==> src/rtl/jk_bank_pkg.sv <==
// Shared types and helpers for the JK bank driver.
// Command opcodes, controller states and the per-bit target-state rule.
package jk_bank_pkg;

    // Retry counter width; MAX_RETRY must fit in it (0..15).
    localparam int unsigned RETRY_W   = 4;
    localparam int unsigned RETRY_MAX = 15;

    typedef enum logic [1:0] {
        OP_LOAD   = 2'b00,
        OP_TOGGLE = 2'b01,
        OP_CLEAR  = 2'b10,
        OP_SET    = 2'b11
    } op_e;

    typedef enum logic [1:0] {
        ST_IDLE  = 2'b00,
        ST_APPLY = 2'b01,
        ST_CHECK = 2'b10,
        ST_RESP  = 2'b11
    } state_e;

    // Target value of one bank bit given its current value q and command bit d.
    // Applied bit by bit so the helper stays independent of the bank width.
    function automatic logic next_expected(op_e op, logic q, logic d);
        logic e;
        case (op)
            OP_LOAD:   e = d;
            OP_TOGGLE: e = q ^ d;
            OP_CLEAR:  e = q & ~d;
            OP_SET:    e = q | d;
            default:   e = q;
        endcase
        return e;
    endfunction

endpackage

==> src/rtl/jk_excitation_calc.sv <==
// Combinational J/K excitation for a bank of JK flip-flops.
// First attempt follows the command rules; a retry drives LOAD-style toward the expected value.
module jk_excitation_calc
    import jk_bank_pkg::*;
#(
    parameter int unsigned WIDTH = 8
) (
    input  op_e              op,
    input  logic             retry,
    input  logic [WIDTH-1:0] q,
    input  logic [WIDTH-1:0] d,
    input  logic [WIDTH-1:0] expected,
    output logic [WIDTH-1:0] j,
    output logic [WIDTH-1:0] k
);

    // Per-bit excitation; bits that need no change drive j=k=0 so they hold.
    always_comb begin
        j = '0;
        k = '0;
        if (retry) begin
            j = expected & ~q;
            k = ~expected & q;
        end else begin
            unique case (op)
                OP_LOAD: begin
                    j = d & ~q;
                    k = ~d & q;
                end
                OP_TOGGLE: begin
                    j = d;
                    k = d;
                end
                OP_CLEAR: k = d;
                OP_SET:   j = d;
                default: begin
                    j = '0;
                    k = '0;
                end
            endcase
        end
    end

endmodule

==> src/rtl/jk_bank_driver.sv <==
// Drives a bank of external JK flip-flops to a requested state, verifies and retries.
// Optional statistics counters (cmd_count, err_count) exist when JK_BANK_DRIVER_STATS_EN is
// defined; without it the ports and counters are absent and behaviour is otherwise identical.
module jk_bank_driver
    import jk_bank_pkg::*;
#(
    parameter int unsigned WIDTH     = 8,
    parameter int unsigned MAX_RETRY = 2
) (
    input  logic             clk,
    input  logic             rst_n,
    input  logic             req_valid,
    output logic             req_ready,
    input  logic [1:0]       req_op,
    input  logic [WIDTH-1:0] req_data,
    input  logic [WIDTH-1:0] q_fb,
    output logic [WIDTH-1:0] j_out,
    output logic [WIDTH-1:0] k_out,
    output logic             done,
    output logic             err
`ifdef JK_BANK_DRIVER_STATS_EN
    ,
    output logic [15:0]      cmd_count,
    output logic [7:0]       err_count
`endif
);

    if (MAX_RETRY > RETRY_MAX) begin : g_bad_retry
        $error("MAX_RETRY must be in 0..15");
    end

    localparam logic [RETRY_W-1:0] MaxRetry = RETRY_W'(MAX_RETRY);

    state_e             state_q, state_d;
    logic [WIDTH-1:0]   exp_q, exp_d;
    logic [RETRY_W-1:0] retry_q, retry_d;
    logic [WIDTH-1:0]   j_q, j_d, k_q, k_d;
    logic               done_q, done_d, err_q, err_d;

    logic [WIDTH-1:0]   exp_next;
    logic [WIDTH-1:0]   calc_j, calc_k;
    logic               calc_retry;

    // The excitation block is only sampled when leaving IDLE (first attempt) or CHECK (retry).
    assign calc_retry = (state_q == ST_CHECK);

    jk_excitation_calc #(
        .WIDTH (WIDTH)
    ) u_calc (
        .op       (op_e'(req_op)),
        .retry    (calc_retry),
        .q        (q_fb),
        .d        (req_data),
        .expected (exp_q),
        .j        (calc_j),
        .k        (calc_k)
    );

    // Target bank value computed from the live feedback, latched at the accept edge.
    always_comb begin
        exp_next = '0;
        for (int unsigned i = 0; i < WIDTH; i++) begin
            exp_next[i] = next_expected(op_e'(req_op), q_fb[i], req_data[i]);
        end
    end

    // Next-state, latches and registered excitation/response.
    always_comb begin
        state_d = state_q;
        exp_d   = exp_q;
        retry_d = retry_q;
        j_d     = '0;
        k_d     = '0;
        done_d  = 1'b0;
        err_d   = 1'b0;
        case (state_q)
            ST_IDLE: begin
                if (req_valid) begin
                    state_d = ST_APPLY;
                    exp_d   = exp_next;
                    retry_d = '0;
                    j_d     = calc_j;
                    k_d     = calc_k;
                end
            end
            ST_APPLY: state_d = ST_CHECK;
            ST_CHECK: begin
                if (q_fb == exp_q) begin
                    done_d  = 1'b1;
                    state_d = ST_RESP;
                end else if (retry_q < MaxRetry) begin
                    retry_d = retry_q + 1'b1;
                    j_d     = calc_j;
                    k_d     = calc_k;
                    state_d = ST_APPLY;
                end else begin
                    err_d   = 1'b1;
                    state_d = ST_RESP;
                end
            end
            ST_RESP: state_d = ST_IDLE;
            default: state_d = ST_IDLE;
        endcase
    end

    // State and output registers; reset drops j/k at once so the bank holds.
    always_ff @(posedge clk or negedge rst_n) begin
        if (!rst_n) begin
            state_q <= ST_IDLE;
            exp_q   <= '0;
            retry_q <= '0;
            j_q     <= '0;
            k_q     <= '0;
            done_q  <= 1'b0;
            err_q   <= 1'b0;
        end else begin
            state_q <= state_d;
            exp_q   <= exp_d;
            retry_q <= retry_d;
            j_q     <= j_d;
            k_q     <= k_d;
            done_q  <= done_d;
            err_q   <= err_d;
        end
    end

    assign req_ready = (state_q == ST_IDLE);
    assign j_out     = j_q;
    assign k_out     = k_q;
    assign done      = done_q;
    assign err       = err_q;

`ifdef JK_BANK_DRIVER_STATS_EN
    logic [15:0] cmd_count_q;
    logic [7:0]  err_count_q;

    // Counters step together with the done/err pulse; cmd wraps, err saturates.
    always_ff @(posedge clk or negedge rst_n) begin
        if (!rst_n) begin
            cmd_count_q <= '0;
            err_count_q <= '0;
        end else begin
            if (done_d) begin
                cmd_count_q <= cmd_count_q + 16'd1;
            end
            if (err_d && (err_count_q != 8'hFF)) begin
                err_count_q <= err_count_q + 8'd1;
            end
        end
    end

    assign cmd_count = cmd_count_q;
    assign err_count = err_count_q;
`endif

endmodule

==> config.mk <==
export PLATFORM = sky130hd
export DESIGN_NAME = jk_bank_driver
export DESIGN_NICKNAME = d
export VERILOG_FILES = /design/src/rtl/jk_bank_pkg.sv /design/src/rtl/jk_excitation_calc.sv /design/src/rtl/jk_bank_driver.sv
export SDC_FILE = /design/constraint.sdc
export NUM_CORES = 1
export LEC_CHECK = 0
export CAP_MARGIN = 20
export CORE_ASPECT_RATIO = 2
export CORE_MARGIN = 2
export CORE_UTILIZATION = 50
export DETAILED_ROUTE_END_ITERATION = 7
export DONT_BUFFER_PORTS = 1
export HOLD_SLACK_MARGIN = 0.06
export PLACE_DENSITY = 0.62
export SYNTH_ARGS = -nofsm -noshare
export SYNTH_HDL_FRONTEND = slang
export SYNTH_SLANG_ARGS = --single-unit
==> constraint.sdc <==
create_clock -name clk -period 1.9 [get_ports clk]
set_input_delay 0.19 -clock clk [delete_from_list [all_inputs] [get_ports clk]]
set_output_delay 0.19 -clock clk [all_outputs]
set_load 0.02 [all_outputs]
After elaboration in Yosys (flattened, before gate mapping):

Index checks and enable logic that the tools add are counted.

* register bits: 32
* input port bits: 21
* logic and storage cells: 98

* order comparisons: 1
* reductions and logical operators: 7
* multiplexer cells: 33
* add/sub/neg operators: 1
* eq/ne operators: 10
* bitwise logic cells: 39

Operators by type and width (count)
* $mux W8: 8
* $pmux W8 S2: 4
* $and A8 B8 Y8: 4
* $pmux W1 S4: 8
* $not A8 Y8: 3
* $mux W4: 3
* $and A1 B1 Y1: 8
* $eq A2 B2 Y1 const B: 4
* $eq A8 B8 Y1: 1
* $not A1 Y1: 8
* $or A1 B1 Y1: 8
* $pmux W2 S4: 1
* $pmux W4 S2: 1
* $xor A1 B1 Y1: 8
* $mux W2: 3
* $mux W1: 5
* $add A4 B1 Y4 const B: 1
* $eq A2 B1 Y1 const B: 2
* $logic_not A2 Y1: 2
* $lt A4 B2 Y1 const B: 1
* $ne A2 B2 Y1 const B: 2
* $reduce_and A4 Y1: 1
* $reduce_or A2 Y1: 2
* $ne A2 B1 Y1 const B: 1
* other kinds (2): 2

Logic depth before layout (Yosys ltp):

* depth in word-level cells: 7
* depth in mapped cells: 7
* mapped depth without buffers: 5

Modules after synthesis:

A second synthesis with hierarchy kept.

* cells, all modules: 198
* area total of the unflattened synthesis: 2227.1 um2

By module, submodules not included
* jk_bank_driver: cells an instance 142, times used 1, sequential area each 800.8 um2, area an instance 1780.5 um2
* jk_excitation_calc: cells an instance 56, times used 1, sequential area each 0.0 um2, area an instance 446.7 um2

Worst setup path after synthesis:

Ideal clock, no wire load.

* path kind: input-to-reg
* start: input port req_op[0]
* end: register exp_q[1]
* data arrival time: 1.489 ns
* setup time: 0.121 ns
* cell stages on the path: 7
* slack: 0.290 ns
* required time: 1.779 ns
* cells stage by stage: clkbuf_1 inv_1 ha_1 clkbuf_1 a22o_1 a211o_1 a22o_1

* cells in the longest elaborated chain, start to end: 2

Ends and longest elaborated chain
* from (decl): line jk_bank_driver.sv:14 `input logic [1:0] req_op,`
* $eq A2 B2 Y1 (tied with other cells): line jk_bank_pkg.sv:27 `case (op)`
* $pmux W1 S4 (*): line jk_bank_pkg.sv:27
* to (signal assigned): line jk_bank_driver.sv:118 `exp_q <= exp_d;`
* to (decl): line jk_bank_driver.sv:35 `logic [WIDTH-1:0] exp_q, exp_d;`

Every way passes the cells marked *; elsewhere a longest branch is shown, timed or not.
A chain may end at the register's enable or synchronous reset.

Final worst setup path:

* start: register exp_q[6]
* end: register retry_q[1]

* cells in the longest elaborated chain, start to end: 3

Ends and longest elaborated chain
* $eq A8 B8 Y1: line jk_bank_driver.sv:88 `if (q_fb == exp_q) begin`
* $ne A2 B2 Y1 (no line)
* $reduce_and A4 Y1 (no line)
* to (signal assigned): line jk_bank_driver.sv:119 `retry_q <= retry_d;`
* to (decl): line jk_bank_driver.sv:36 `logic [RETRY_W-1:0] retry_q, retry_d;`

No other way between the ends.

==> results.py <==
metrics = {
    "logic_synthesis": {
        "synth_edf_count": 0,
        "synth_area_leader_cell": "dfrtp_1",
        "synth_seq_cells": 32,
        "synthTopCellsByCount": "46 x ha_1, 33 x inv_1, 32 x dfrtp_1, 18 x a22o_1, 13 x a22oi_1",
        "seq_area_frac_synth": 0.347,
        "synth_cells": 221,
        "yosysTopAreaCellShare": 0.347,
        "synth_ff_type": "dfrtp_1",
        "async_flop_share": 1.00,
        "syn_area_per_cell_um2": 10.5,
        "synth.most_common_cell": "ha_1",
        "netlist_area_um2": 2310,
        "synth_nets": 288,
        "yosys-top-cells-area": "dfrtp_1 35%, ha_1 25%, a22o_1 6.8%",
        "yosys_warnings": 0,
        "ys_types": 29,
    },
    "worst_hold_path": {
        "hp-class": "input port to flop",
        "min-delay-start": "req_data[4]",
        "min_to": "k_out[4]",
        "hold_depth": 2,
    },
    "cells_and_area": {
        "fillerInstances": 393,
        "nets": 289,
        "antenna-diode-count": 0,
        "drive_above_1_share": 0.0946,
        "syn_to_final_growth_pct": 6.93,
        "stdcell_area_um2": 2470,
    },
    "timing": {
        "worst_slew_pin_slew_ns": 0.806,
        "hold_viol_final": 0,
        "maxSlewViolCount": 0,
        "timing.final.setup_violations": 0,
        "clock_skew_ns": 0.00545,
        "clock.fmax_mhz": 594,
        "maxSlewHeadroom": 0.463,
        "whs_ns": 0.100,
        "rsz0062_at_grt": "no",
        "worst_slack_ns": 0.218,
        "final.period_utilization": 0.885,
        "setup_tns_ns": 0,
        "period_minus_slack_ns": 1.68,
    },
    "routing": {
        "wirelength_um": 5440,
        "ant_nets": 0,
        "vias": 1650,
        "wl_per_cell_um": 19.6,
        "drc": 0,
        "drtIter0Drc": 27,
        "vias_per_cell": 5.96,
        "drt_first_pass_iters": 4,
    },
    "worst_setup_path": {
        "cp-end-kind": "flop",
        "cp_num_buf_inv": 1,
        "timing.rr.start": "exp_q[6]",
        "worstPathArrival_ns": 1.85,
        "path_cells": "ha_1, nand4_1, o211a_1, buf_4, a22o_1",
        "r2r_setup_slack_ns": 0.22,
        "cp_top_family": "compound AO/OA/AOI/OAI gates",
        "start_kind": "flop",
        "reg2regPathDepth": 5,
        "cpPeakStageDelay_ns": 0.40,
        "timing.critical_path.from": "exp_q[6]",
        "critPathSlowestCell": "dfrtp_1",
        "required_ns": 2.07,
        "crit_path_max_fanout": 19,
        "r2r-end": "retry_q[1]",
        "path_class": "flop to flop",
    },
    "pwr": {
        "powerDensity_nw_per_um2": 1020,
        "p_leak_nw": 1.28,
        "peakVddDrop_uv": 595,
    },
    "placement": {
        "post-dp-hpwl_um": 3860,
        "numPortBuffers": 0,
        "gp_congestion": 0.801,
        "post-place-ws_ns": 0.212,
        "placed_area_um2": 2350,
    },
    "floorplan": {
        "initial_utilization": 0.512,
        "die_area_um2": 5210,
        "die_y_um": 100,
        "row_count": 35,
        "io_pins": 40,
        "core-area_um2": 4510,
        "dieWidth_um": 52.1,
    },
    "global_routing": {
        "grt_pass1_vias": 1747,
        "overflow": 0,
        "grt_max_degree": 33,
        "grt_antenna_before_repair": 0,
        "grt_pass1_wl_um": 8780,
        "grt_use_total": 0.233,
    },
    "cts": {
        "cts_max_path_buffers": 2,
        "numCtsBuffers": 5,
        "cts_setup_buffers": 0,
        "clock_sinks": 32,
        "cts_tree": "yes",
        "cts_max_level": 2,
        "worstSkewPairLatency_ns": 0.28,
        "clock-root-buffer": "clkbuf_8",
        "clk_pin_slew_ns": 0.07,
    },
    "run": {
        "cap_violations": 0,
    },
    "status": {
        "status": "complete, no violations",
    },
}
-- worst register-to-register path: cells and delay by family (launching register included) --
kind            cells  cell delay, ns
flops               1            0.40
compound gates      2            0.48
simple gates        1            0.18
fa+ha+maj           1            0.28
buf+inv             1            0.22
-- cell usage in the layout (no fill, tap or decap) --
cell type,synthesis,routed
o2bb2ai_1,8,8
buf_4,1,6
dfrtp_1,32,32
a22o_1,18,18
nor2b_1,1,1
o2bb2ai_2,8,8
inv_1,33,33
clkbuf_8,0,5
ha_1,46,46
a21o_1,2,2
clkinv_2,0,1
nand2b_1,3,3
a32o_1,1,1
mux2i_1,1,1
a22oi_1,13,13
nor2_1,4,4
o21a_1,2,2
o21ai_0,3,3
nand4_1,2,2
nor3_1,3,3
and2_1,1,1
buf_12,0,1
a21oi_1,9,9
o211a_1,1,1
dlygate4sd3_1,0,2
a211o_1,7,7
or3b_1,1,1
nand2_1,6,6
clkbuf_1,9,1
or2_0,1,1
-- registers in the layout (all words and copies together), names as in the netlist --
name     count
k_out        8
done         1
retry_q      4
state_q      2
j_out        8
err          1
exp_q        8
-- per-stage QoR --
stage	std cells	power, W	utilization
finish	277	0.00253	0.548
global route	277	0.00270	0.548
CTS	277	0.00255	0.548
detailed placement	267	0.00201	0.521
global placement	267	0.00198	0.521
floorplan	221	0.00179	-
-- layer usage --
metal,GRT usage,wire length [um],up-vias
li1,-,-,778
met1,0.257,2110,806
met2,0.407,2890,51
met3,0.0551,303,15
met4,0.105,146,0
met5,0,0,-
-- cell families after synthesis --
family / Yosys count / share of synthesized area
buffers and inverters: 48 / 0.0845
adder cells (fa/ha/maj): 46 / 0.249
flip-flops: 32 / 0.347
AND/OR/NAND/NOR: 22 / 0.0482
multiplexers: 1 / 0.00433
AO/OA/AOI/OAI: 72 / 0.267
-- how the worst max path moves through the flow --
stage                 endpoint  slack, ns  cells after the start
floorplan             exp_q[1]       0.29                      7
global placement    retry_q[1]       0.25                      5
detailed placement  retry_q[1]       0.21                      5
CTS                 retry_q[1]       0.20                      5
global route          j_out[2]       0.13                      3
finish              retry_q[1]       0.22                      5
-- cell type report --
type	count	area, um^2	area share
clock buffer	6	72.6	0.0294
inverter	33	124	0.0502
clock inverter	1	5.00	0.00203
sequential	32	801	0.324
tap	55	68.8	0.0279
timing repair buffer	9	85.1	0.0344
multi-input combinational	141	1310	0.532
-- power breakdown --
group	leakage [nW]	switching (W)	internal, W
combinational	0.819	0.000504	0.000384
clock	0.0410	0.000260	0.000249
sequential	0.425	0.000247	0.000881
-- timing repair --
item	in CTS	in global routing
hold buffers	3	0
hold endpoints to repair	33	0
resized for setup	0	0
Note: power is estimated with default switching activity, not from simulation.
